`src/rtl/nec_ir_pkg.sv`:
```
// Purpose : shared state encoding and NEC unit lengths for the IR transmit path.
// Latency : n/a (types, constants and pure functions only).
// Backpressure: n/a.
package nec_ir_pkg;

    typedef enum logic [2:0] {
        IDLE,
        LEAD_MARK,
        LEAD_SPACE,
        BIT_MARK,
        BIT_SPACE,
        STOP_MARK,
        GAP
    } state_t;

    // Phase lengths in NEC units (one unit = 562.5 us nominal)
    localparam int LEAD_MARK_U  = 16;
    localparam int LEAD_SPACE_U = 8;
    localparam int REP_SPACE_U  = 4;
    localparam int BIT_MARK_U   = 1;
    localparam int ZERO_SPACE_U = 1;
    localparam int ONE_SPACE_U  = 3;
    localparam int STOP_U       = 1;

    // Emitter envelope is on only during the mark phases
    function automatic logic is_mark(input state_t s);
        return (s == LEAD_MARK) || (s == BIT_MARK) || (s == STOP_MARK);
    endfunction

    // Unit counter counts down to zero, so a phase of n units loads n-1
    function automatic logic [7:0] unit_load(input int units);
        return 8'(units - 1);
    endfunction

endpackage

```
`src/rtl/nec_unit_tick.sv`:
```
// Purpose : prescaler that emits a one-cycle unit strobe every TICK_DIV clocks.
// Latency : strobe on the TICK_DIV-th cycle after a restart (restart at edge N -> strobe in cycle N+TICK_DIV-1).
// Backpressure: none; free-running, restart is a synchronous clear.
// Ports: clk, reset (async active-low), restart (sync clear), tick (unit strobe).
module nec_unit_tick #(
    parameter int TICK_DIV = 28125
) (
    input  logic clk,
    input  logic reset,
    input  logic restart,
    output logic tick
);

    localparam int             W    = $clog2(TICK_DIV);
    localparam logic [W-1:0]   LAST = W'(TICK_DIV - 1);

    logic [W-1:0] cnt;

    always_ff @(posedge clk or negedge reset) begin
        if (!reset) begin
            cnt <= '0;
        end else if (restart || (cnt == LAST)) begin
            cnt <= '0;
        end else begin
            cnt <= cnt + 1'b1;
        end
    end

    // Decoded straight from the counter register, so no extra pipeline stage
    assign tick = (cnt == LAST);

endmodule

```
`src/rtl/nec_ir_tx.sv`:
```
// Purpose : NEC IR transmitter - leader, 32 data bits (MSB first) or repeat, stop burst, guard gap.
// Latency : request accepted at edge N -> busy at N, ir_out mark from edge N+1; done pulses as busy drops.
// Backpressure: start/rep honoured only while idle; requests during busy are dropped, never queued.
// Ports: clk, reset (async active-low), start/rep (one-cycle requests), data[31:0] (frame word),
//        ir_out (emitter drive), busy (frame or gap active), done (end-of-gap pulse).
// Build option: define IR_TX_CARRIER_EN to gate ir_out with an internal carrier of CARRIER_DIV half-period.
module nec_ir_tx
    import nec_ir_pkg::*;
#(
    parameter int TICK_DIV    = 28125,
    parameter int GAP_UNITS   = 72,
    parameter int CARRIER_DIV = 658
) (
    input  logic        clk,
    input  logic        reset,
    input  logic        start,
    input  logic        rep,
    input  logic [31:0] data,
    output logic        ir_out,
    output logic        busy,
    output logic        done
);

    // Reject configurations the counters cannot represent
    if (TICK_DIV < 2 || GAP_UNITS < 1 || GAP_UNITS > 256 || CARRIER_DIV < 1) begin : g_cfg_err
        $error("nec_ir_tx: illegal parameter set");
    end

    state_t      state;
    logic [7:0]  ucnt;
    logic [4:0]  bit_cnt;
    logic [31:0] sreg;
    logic        is_rep;
    logic        env_q;
    logic        accept;
    logic        unit_tick;

    assign accept = (state == IDLE) && (start || rep);

    // Restarting the prescaler on acceptance makes the first unit a full TICK_DIV
    nec_unit_tick #(
        .TICK_DIV (TICK_DIV)
    ) u_tick (
        .clk     (clk),
        .reset   (reset),
        .restart (accept),
        .tick    (unit_tick)
    );

    always_ff @(posedge clk or negedge reset) begin
        if (!reset) begin
            state   <= IDLE;
            ucnt    <= '0;
            bit_cnt <= '0;
            sreg    <= '0;
            is_rep  <= 1'b0;
            busy    <= 1'b0;
            done    <= 1'b0;
            env_q   <= 1'b0;
        end else begin
            done  <= 1'b0;
            // Envelope trails the state by one cycle: mark starts the edge after acceptance
            env_q <= is_mark(state);
            case (state)
                IDLE: begin
                    if (accept) begin
                        state  <= LEAD_MARK;
                        ucnt   <= unit_load(LEAD_MARK_U);
                        busy   <= 1'b1;
                        // A simultaneous start and rep sends the full frame
                        is_rep <= !start;
                        if (start) begin
                            sreg <= data;
                        end
                    end
                end
                default: begin
                    if (unit_tick) begin
                        if (ucnt != 8'd0) begin
                            ucnt <= ucnt - 8'd1;
                        end else begin
                            case (state)
                                LEAD_MARK: begin
                                    state <= LEAD_SPACE;
                                    ucnt  <= unit_load(is_rep ? REP_SPACE_U : LEAD_SPACE_U);
                                end
                                LEAD_SPACE: begin
                                    bit_cnt <= '0;
                                    state   <= is_rep ? STOP_MARK : BIT_MARK;
                                    ucnt    <= unit_load(is_rep ? STOP_U : BIT_MARK_U);
                                end
                                BIT_MARK: begin
                                    state <= BIT_SPACE;
                                    ucnt  <= unit_load(sreg[31] ? ONE_SPACE_U : ZERO_SPACE_U);
                                end
                                BIT_SPACE: begin
                                    sreg    <= {sreg[30:0], 1'b0};
                                    bit_cnt <= bit_cnt + 5'd1;
                                    if (bit_cnt == 5'd31) begin
                                        state <= STOP_MARK;
                                        ucnt  <= unit_load(STOP_U);
                                    end else begin
                                        state <= BIT_MARK;
                                        ucnt  <= unit_load(BIT_MARK_U);
                                    end
                                end
                                STOP_MARK: begin
                                    state <= GAP;
                                    ucnt  <= unit_load(GAP_UNITS);
                                end
                                GAP: begin
                                    // Idle again next cycle, so a new request there is accepted
                                    state <= IDLE;
                                    busy  <= 1'b0;
                                    done  <= 1'b1;
                                end
                                default: begin
                                    state <= IDLE;
                                end
                            endcase
                        end
                    end
                end
            endcase
        end
    end

`ifdef IR_TX_CARRIER_EN
    localparam int           CW     = (CARRIER_DIV > 1) ? $clog2(CARRIER_DIV) : 1;
    localparam logic [CW-1:0] C_LAST = CW'(CARRIER_DIV - 1);

    logic [CW-1:0] ccnt;
    logic          car_q;

    // Carrier phase is re-armed high on the first cycle of every mark so each
    // burst starts identically regardless of the previous burst's phase.
    always_ff @(posedge clk or negedge reset) begin
        if (!reset) begin
            ccnt  <= '0;
            car_q <= 1'b0;
        end else if (is_mark(state) && !env_q) begin
            ccnt  <= '0;
            car_q <= 1'b1;
        end else if (ccnt == C_LAST) begin
            ccnt  <= '0;
            car_q <= ~car_q;
        end else begin
            ccnt  <= ccnt + 1'b1;
        end
    end

    assign ir_out = env_q & car_q;
`else
    assign ir_out = env_q;
`endif

endmodule

```
`config.mk`:
```
export PLATFORM = sky130hd
export DESIGN_NAME = nec_ir_tx
export DESIGN_NICKNAME = d
export VERILOG_FILES = /design/src/rtl/nec_ir_pkg.sv /design/src/rtl/nec_unit_tick.sv /design/src/rtl/nec_ir_tx.sv
export SDC_FILE = /design/constraint.sdc
export NUM_CORES = 1
export LEC_CHECK = 0
export CAP_MARGIN = 20
export CORE_UTILIZATION = 60
export DETAILED_ROUTE_END_ITERATION = 8
export GPL_TIMING_DRIVEN = 0
export PLACE_DENSITY_LB_ADDON = 0.1
export SKIP_LAST_GASP = 1
export SLEW_MARGIN = 40
export SYNTH_ARGS = -nofsm -noshare
export SYNTH_HDL_FRONTEND = slang
export SYNTH_SLANG_ARGS = --single-unit
```
`constraint.sdc`:
```
create_clock -name clk -period 4.1 [get_ports clk]
set_input_delay 1.23 -clock clk [delete_from_list [all_inputs] [get_ports clk]]
set_output_delay 1.23 -clock clk [all_outputs]
set_load 0.01 [all_outputs]
```
After elaboration in Yosys (flattened, before gate mapping) --
Index checks and enable logic that the tools add are counted.
Word-level totals: output and inout bits 3, bits in read-only memories 0, word-level logic and storage cells 78, bits in registers 67, input port bits 36, memories 0, latch bits 0, RAM bits 0
Cells by class: bitwise logic cells 2, divide/modulo/power cells 0, shift-type cells 0, reduce and logical (&&, ||, !) cells 20, $mul 0, add/sub/neg operators 5, order comparisons 0, mux-type cells 31, equality and inequality tests 11
Operators with widths (count):
- $mux W32 | 6
- $mux W8 | 4
- $pmux W8 S4 | 1
- $mux W3 | 6
- $add A15 B1 Y15 const B | 1
- $eq A15 B15 Y1 const B | 1
- $mux W15 | 1
- $pmux W3 S5 | 1
- $pmux W5 S2 | 1
- $eq A3 B3 Y1 const B | 3
- $mux W1 | 9
- $reduce_and A4 Y1 | 2
- $reduce_bool A2 Y1 | 4
- $reduce_bool A8 Y1 | 1
- $sub A8 B1 Y8 const B | 1
- $eq A3 B2 Y1 const B | 2
- $reduce_and A3 Y1 | 2
- $reduce_bool A6 Y1 | 1
- $add A5 B1 Y5 const B | 1
- $eq A5 B5 Y1 const B | 1
- $reduce_and A5 Y1 | 1
- $sub A4 B1 Y5 const B | 1
- $logic_or A1 B1 Y1 | 4
- $mux W4 | 1
- other kinds (11) | 13

Longest topological paths before layout --
Gate-level depths: netlist of run 1.
depth in word-level cells 6, gate-level depth with buffers 9, mapped depth without buffers 7

Cells and area by module --
From an unflattened synthesis of run 1, not the netlist that was laid out.
Unflattened totals: cells, all modules 407, area, all modules 3786.1 µm²
By module, submodules not included:
- nec_ir_tx | cells each 327, seq. area each 1301.2 µm², area an instance 2999.1 µm², times used 1
- nec_unit_tick | cells each 80, seq. area each 375.4 µm², area an instance 787.0 µm², times used 1

Worst setup path before layout of run 1 --
No wires, ideal clock.
kind input -> register, start point input rep, end point register ucnt[5], path buffers 1, path slack 1.858 ns, data required time 3.978 ns, library setup time 0.122 ns, arrival time 2.121 ns, stages 5, path through nor2_1 > nor2_1 > or2_2 > clkbuf_1 > a32o_1
Between the ends: word-level cells in the longest chain between the ends 4
RTL lines:
- from (decl) | RTL line nec_ir_tx.sv:17 | input logic rep,
- $logic_or A1 B1 Y1 | RTL line nec_ir_tx.sv:38 | assign accept = (state == IDLE) && (start || rep);
- $logic_and A1 B1 Y1 | RTL line nec_ir_tx.sv:38
- $ne A2 B1 Y1 (no line)
- $reduce_and A3 Y1 (no line)
- to (signal assigned) | RTL line nec_ir_tx.sv:68 | ucnt <= unit_load(LEAD_MARK_U);
- to (signal assigned) | RTL line nec_ir_tx.sv:80 | ucnt <= ucnt - 8'd1;
- to (signal assigned) | RTL line nec_ir_tx.sv:85 | ucnt <= unit_load(is_rep ? REP_SPACE_U : LEAD_SPACE_U);
- to (decl) | RTL line nec_ir_tx.sv:30 | logic [7:0] ucnt;
Every way passes these cells. A chain may end at the register's enable or synchronous reset.

Worst setup path after layout of run 1 --
start point input start, end point register u_tick.cnt[6]
Between the ends: word-level cells in the longest chain between the ends 4
RTL lines:
- from (decl) | RTL line nec_ir_tx.sv:16 | input logic start,
- $logic_or A1 B1 Y1 | RTL line nec_ir_tx.sv:38
- $logic_and A1 B1 Y1 | RTL line nec_ir_tx.sv:38
- $logic_or A1 B1 Y1 | RTL line nec_unit_tick.sv:22 | end else if (restart || (cnt == LAST)) begin
- $mux W15 | RTL line nec_unit_tick.sv:22
- to (signal assigned) | RTL line nec_unit_tick.sv:25 | cnt <= cnt + 1'b1;
- to (decl) | RTL line nec_unit_tick.sv:17 | logic [W-1:0] cnt;
Every way passes these cells.

==> results of run 1 <==
-- per-layer routing --
| layer | routed length (um) | GRT usage, % |
|---|---|---|
| met1 | 3340 | 38.2 |
| met4 | 161 | 12.7 |
| met5 | 0 | 0 |
| met2 | 3440 | 42.3 |
| met3 | 364 | 4.67 |
-- power breakdown --
group | switching (mW) | internal [mW]
combinational | 0.0735 | 0.0889
sequential | 0.0484 | 0.705
clock | 0.257 | 0.309
total | 0.379 | 1.10
-- sequential cells by signal, indices dropped and copies added (netlist names) --
signal	cells
sreg	32
u_tick.cnt	15
ucnt	8
bit_cnt	5
state	3
busy	1
done	1
ir_out	1
is_rep	1
-- metrics by stage --
step	std cells	TNS, ns	instance area [um2]	util (%)
floorplan	374	0	3320	-
global placement	482	-25.38	3790	72.7
detailed placement	483	0	3800	73.1
CTS	498	0	4010	76.9
global route	498	0	4010	76.9
finish	498	0	4010	76.9
-- critical path, delay by kind of cell --
family | cells | cell delay, ns
and+or+nand+nor | 4 | 0.80
buffers and inverters | 3 | 0.87
-- cells in the mapped netlist (2+ instances only) --
| cell | instances |
|---|---|
| mux2i_1 | 2 |
| dfrtp_1 | 67 |
| o22ai_1 | 32 |
| o21ai_0 | 17 |
| and3_1 | 3 |
| nand3_2 | 2 |
| o31ai_1 | 4 |
| or2_2 | 2 |
| nor3_1 | 9 |
| clkbuf_1 | 8 |
| xnor2_1 | 8 |
| and2_1 | 5 |
| nand3_1 | 13 |
| o311ai_0 | 3 |
| inv_1 | 13 |
| buf_1 | 2 |
| xor2_1 | 3 |
| buf_2 | 9 |
| nor4_1 | 2 |
| nand2b_1 | 4 |
| a211oi_1 | 2 |
| ha_1 | 6 |
| or3_1 | 4 |
| nand4_1 | 2 |
| nor2_1 | 94 |
| or4_1 | 3 |
| a21oi_1 | 15 |
| nand4b_1 | 2 |
| nand2_1 | 22 |
-- worst paths after layout --
path,startpoint,end,slack [ns]
max,start,u_tick.cnt[6],1.48
min,u_tick.cnt[0],u_tick.cnt[0],0.50
max reg2reg,ucnt[0],sreg[7],1.76
min reg2reg,u_tick.cnt[0],u_tick.cnt[0],0.50
max in group asynchronous,reset,sreg[16],2.76
min in group asynchronous,reset,bit_cnt[2],0.82
-- final cells by class --
class | instances | share of cell area (%)
flip-flops and latches | 67 | 41.9
clock buffers | 11 | 3.78
plain buffers | 20 | 2.25
inverters | 13 | 1.22
repair buffers | 39 | 9.93
clock inverters | 4 | 1.25
well taps | 70 | 2.19
multi-input cells | 274 | 37.5
-- cells by family after synthesis --
kind of cell	share of synthesized area, %
buffers and inverters	4.19
adders and majority gates	2.26
DFF	50.5
xor gates and xnor gates	2.90
and+or+nand+nor	24.6
muxes	0.603
AOI/OAI and AO/OA	14.9
==> results.tsv, run 1 <==
metric	value	unit
status	finished, final reports clean	
Yosys warning total	0	
final setup fails	0	
Hold WC Path Type	reg -> reg	
Final Hold Vio Count	0	
NumNets Final	466	
WP data arrival	2.90	ns
Max Cap Violations	0	
Total Wirelength	7310	um
synth top area cells	dfrtp_1 51%, nor2_1 11%, o22ai_1 6.0%, o21ai_0 2.6%, nand2_1 2.5%	
vias	2939	
DP HPWL	5100	um
slew margin rel.	57.3	%
Max IR drop VDD	0.275	mV
Worst EP required	4.38	ns
syn_nets	416	
CP max-delay cell	clkdlybuf4s50_1	
Post-CTS Setup Inserts	0	
P_leak	1.81	nW
Fill cells	363	
hold buffer count at CTS	0	
area of the multi-input gates	1500	um2
Slew @ Worst Pin	0.635	ns
global route overflow	0	
Die X	76.4	um
CTS tree	yes	
routed length per instance	14.7	um
slowest stage delay, CP	0.45	ns
Longest Clk Path Bufs	2	
prevailing post-synth register cell	dfrtp_1	
Gates resized, CTS repair	0	
worst skew pair latency	0.35	ns
Fmax	381	MHz
initial antenna violation count	0	
Critical Path Fanout Max	10	
Worst path most repeated cell	nor2_1	
Mapped Area	3320	um2
worst setup margin	1.48	ns
RSZ-0062 raised after global routing	false	
hold slack	0.496	ns
Gate Count Post-Synth	374	
sequential-to-total area share from yosys stat	50.5	%
most common cell after layout, fill and taps aside	nor2_1	
Async SR Flop Fraction	100	%
post-synth top area cell	dfrtp_1	
Total Routing Usage GR	27.5	%
total power	1.48	mW
Root Buffer	clkbuf_8	
n_diodes	0	
drt first pass iters	6	
skew final	0.00959	ns
synth unique cells	45	
# IOs	39	
endpoint type of the worst setup path	flip-flop	
Inserted Clock Buffers	9	
CP Launch Type	input port	
core area	5200	um2
Syn Area/Cell	8.87	um2
post-route minimum period	2.62	ns
Initial Utilization	63.7	%
share of the synthesized area in the top cell type	50.5	%
# rows	26	
final antenna-violating net count	0	
H-tree Lvls	3	
Area growth syn-to-layout	20.7	%
cells along the critical path	clkdlybuf4s50_1 > nor2_1 > nor2_1 > or2_2 > clkbuf_1 > buf_2 > nor2_1	
Setup CP Type	in -> reg	
hold depth	1	
share of layout cells above drive strength 1	7.94	%
Pwr Density	370	nW/um2
FF+latch count, synth	67	
largest net degree at the start of global routing	35	
first-pass GRT wire length	12600	um
Port Buf Inserts	38	
Clock Sinks	67	
Final GP Congestion	0.835	
Placement Setup Slack	1.12	ns
pins over their slew limit	0	
vias in the first global route	2806	
FF-to-FF path depth	9	
final worst-path cycle share	64.0	%
Die ar.	5830	um2
EDFF count, synth	0	
DRC errors left	0	
violation count after the first detailed-route iteration	283	
Sequential Area	1680	um2
commonest non-fill, non-tap cells in the layout	94 x nor2_1, 67 x dfrtp_1, 37 x clkdlybuf4s50_1, 32 x o22ai_1, 22 x nand2_1	
DR vias/cell	5.90	
Worst-path clk slew	0.07	ns
Chip Height	76.4	um
(Power assumes the default switching activity.)
==> run 2: changes to the inputs <==
--- a/config.mk
+++ b/config.mk
@@ -6,7 +6,7 @@
 export NUM_CORES = 1
 export LEC_CHECK = 0
 export CAP_MARGIN = 20
-export CORE_UTILIZATION = 60
+export CORE_UTILIZATION = 56
 export DETAILED_ROUTE_END_ITERATION = 8
 export GPL_TIMING_DRIVEN = 0
 export PLACE_DENSITY_LB_ADDON = 0.1
==> constraint.sdc (replaced) <==
create_clock -name clk -period 2.7 [get_ports clk]
set_input_delay 0.81 -clock clk [delete_from_list [all_inputs] [get_ports clk]]
set_output_delay 0.81 -clock clk [all_outputs]
set_load 0.01 [all_outputs]
==> run 2 against run 1 <==
Via count down 2.9%. Count of clock-buffer cells in the layout unchanged. Worst setup slack worse by 1.1 ns. Design area about the same. Sequential share of layout area about the same. Highest routed layer unchanged.
==> results.tsv, run 2 (synthesis results as in run 1) <==
metric	value	unit	change
DR vias/cell	5.72		was 5.90
Port Buf Inserts	38		unchanged
Longest Clk Path Bufs	2		unchanged
worst setup margin	0.371	ns	was 1.48 ns
Critical Path Fanout Max	10		unchanged
most common cell after layout, fill and taps aside	nor2_1		unchanged
Largest Register	sreg		unchanged
Worst Setup EP	u_tick.cnt[10]		was u_tick.cnt[6]
DP HPWL	5040	um	was 5100 um
met1 Track Usage GR	36.6	%	was 38.2%
Setup CP Type	reg -> reg		was in -> reg
worst r2r dst	u_tick.cnt[10]		was sreg[7]
global route overflow	0		unchanged
RSZ-0062 raised after global routing	false		unchanged
post-route minimum period	2.33	ns	
Clock Sinks	67		unchanged
DRC errors left	0		unchanged
share of layout cells above drive strength 1	7.26	%	was 7.94%
endpoint type of the worst setup path	flip-flop		unchanged
Area growth syn-to-layout	20.6	%	was 20.7%
commonest non-fill, non-tap cells in the layout	94 x nor2_1, 67 x dfrtp_1, 37 x clkdlybuf4s50_1, 32 x o22ai_1, 22 x nand2_1		unchanged
Chip Height	79.0	um	was 76.4 um
hold buffer count at CTS	0		unchanged
FF-to-FF path depth	8		was 9
Final GP Congestion	0.838		was 0.835
drt first pass iters	4		was 6
met2 Use GR	41.6	%	was 42.3%
Die X	79.0	um	was 76.4 um
final antenna-violating net count	0		unchanged
NumNets Final	466		unchanged
violation count after the first detailed-route iteration	196		was 283
n_diodes	0		unchanged
status	finished, final reports clean		unchanged
worst skew pair latency	0.33	ns	was 0.35 ns
final worst-path cycle share	86.3	%	
Reg2Reg Setup Slack	0.37	ns	was 1.76 ns
# rows	27		was 26
Worst EP required	2.92	ns	was 4.38 ns
final setup fails	0		unchanged
Total Routing Usage GR	26.3	%	was 27.5%
CP Launch Type	flip-flop		was input port
H-tree Lvls	3		unchanged
CTS tree	yes		unchanged
Slew @ Worst Pin	0.631	ns	was 0.635 ns
Max IR drop VDD	0.328	mV	was 0.275 mV
Final Hold Vio Count	0		unchanged
layer with the highest usage	met2		unchanged
skew final	0.00835	ns	was 0.00959 ns
# IOs	39		unchanged
Post-CTS Setup Inserts	0		unchanged
Placement Setup Slack	0.159	ns	was 1.12 ns
Die ar.	6240	um2	was 5830 um2
Initial Utilization	59.2	%	was 63.7%
Hold WC Path Type	in -> async		was reg -> reg
Inserted Clock Buffers	9		unchanged
slew margin rel.	57.6	%	was 57.3%
vias in the first global route	2752		was 2,806
Worst-path clk slew	0.07	ns	about the same
Fmax	429	MHz	
Pwr Density	565	nW/um2	was 370 nW/um2
Total Wirelength	7170	um	was 7310 um
P_leak	1.82	nW	was 1.81 nW
max reg flops	32		unchanged
largest registers	sreg x32, u_tick.cnt x15, ucnt x8		unchanged
pins over their slew limit	0		unchanged
first-pass GRT wire length	12800	um	was 12,600 um
CP startpoint	u_tick.cnt[0]		was start
Max Cap Violations	0		unchanged
Root Buffer	clkbuf_8		unchanged
routed length per instance	14.4	um	was 14.7 um
cell area after layout	4000	um2	was 4010 um2
WP data arrival	2.55	ns	was 2.90 ns
largest net degree at the start of global routing	45		was 35
core area	5610	um2	was 5200 um2
vias	2853		was 2,939
initial antenna violation count	0		unchanged
launching point of the worst reg2reg path	u_tick.cnt[0]		was ucnt[0]
Gates resized, CTS repair	0		unchanged
met3 Use GR	4.14	%	was 4.67%
Placed Area	3810	um2	was 3800 um2
[run 2: cell count changes in the layout (fill, tap and decap cells not counted)]
cell,previous run,this run
clkbuf_1,8,10
clkbuf_8,11,9
clkinvlp_4,2,0
bufinv_16,1,2
[run 2: worst min-delay path by stage]
stage               slack, ns  depth (start not counted)        endpoint
floorplan                0.45                          1   u_tick.cnt[0]
global placement         0.47                          1   u_tick.cnt[0]
detailed placement       0.49                          2        sreg[31]
CTS                      0.37                          1  u_tick.cnt[11]
global route             0.38                          1  u_tick.cnt[11]
finish                   0.37                          1  u_tick.cnt[11]
[run 2: worst max-delay path, cell delays in order, from the launching register on]
cell	delay (ns)
dfrtp_1	0.42
inv_1	0.08
ha_1	0.15
nand4b_1	0.15
nor4_4	0.50
or2_2	0.21
clkbuf_1	0.31
buf_2	0.31
nor2_1	0.08
[run 2: layer usage]
layer	wire length, um	share of wire, %
met3	309	4.3
met1	3310	46
met4	121	1.7
met5	0	0
met2	3440	48
[run 2: cell type report]
cell class                 count  area (um2)
sequential                    67        1680
fill                         482        1610
multi-input combinational    274        1500
timing repair buffer          39         398
clock buffer                  11         131
buffer                        20        90.1
tap                           72        90.1
clock inverter                 3        65.1
inverter                      13        48.8
[run 2: stage by stage]
stage / std cells / power (mW) / utilization, % / hold slack (ns) / TNS (ns)
2_1_floorplan: 374 / 1.29 / - / 0.447 / 0
3_3_place_gp: 484 / 1.40 / 67.6 / 0.473 / -93.29
3_5_place_dp: 485 / 1.41 / 67.9 / 0.486 / 0
4_1_cts: 499 / 2.27 / 71.4 / 0.371 / 0
5_1_grt: 499 / 2.36 / 71.4 / 0.377 / 0
6_report: 499 / 2.26 / 71.4 / 0.371 / 0
[run 2: power by group]
part           switching, mW  internal, mW
combinational          0.113         0.135
sequential            0.0732          1.07
clock                  0.359         0.510
==> run 3: changes to the inputs <==
--- a/config.mk
+++ b/config.mk
@@ -10,6 +10,7 @@
 export DETAILED_ROUTE_END_ITERATION = 8
 export GPL_TIMING_DRIVEN = 0
 export PLACE_DENSITY_LB_ADDON = 0.1
+export SETUP_SLACK_MARGIN = 0.05
 export SKIP_LAST_GASP = 1
 export SLEW_MARGIN = 40
 export SYNTH_ARGS = -nofsm -noshare
==> results of run 3 <==
Final layout, timing and power as in run 2 (identical DEF).
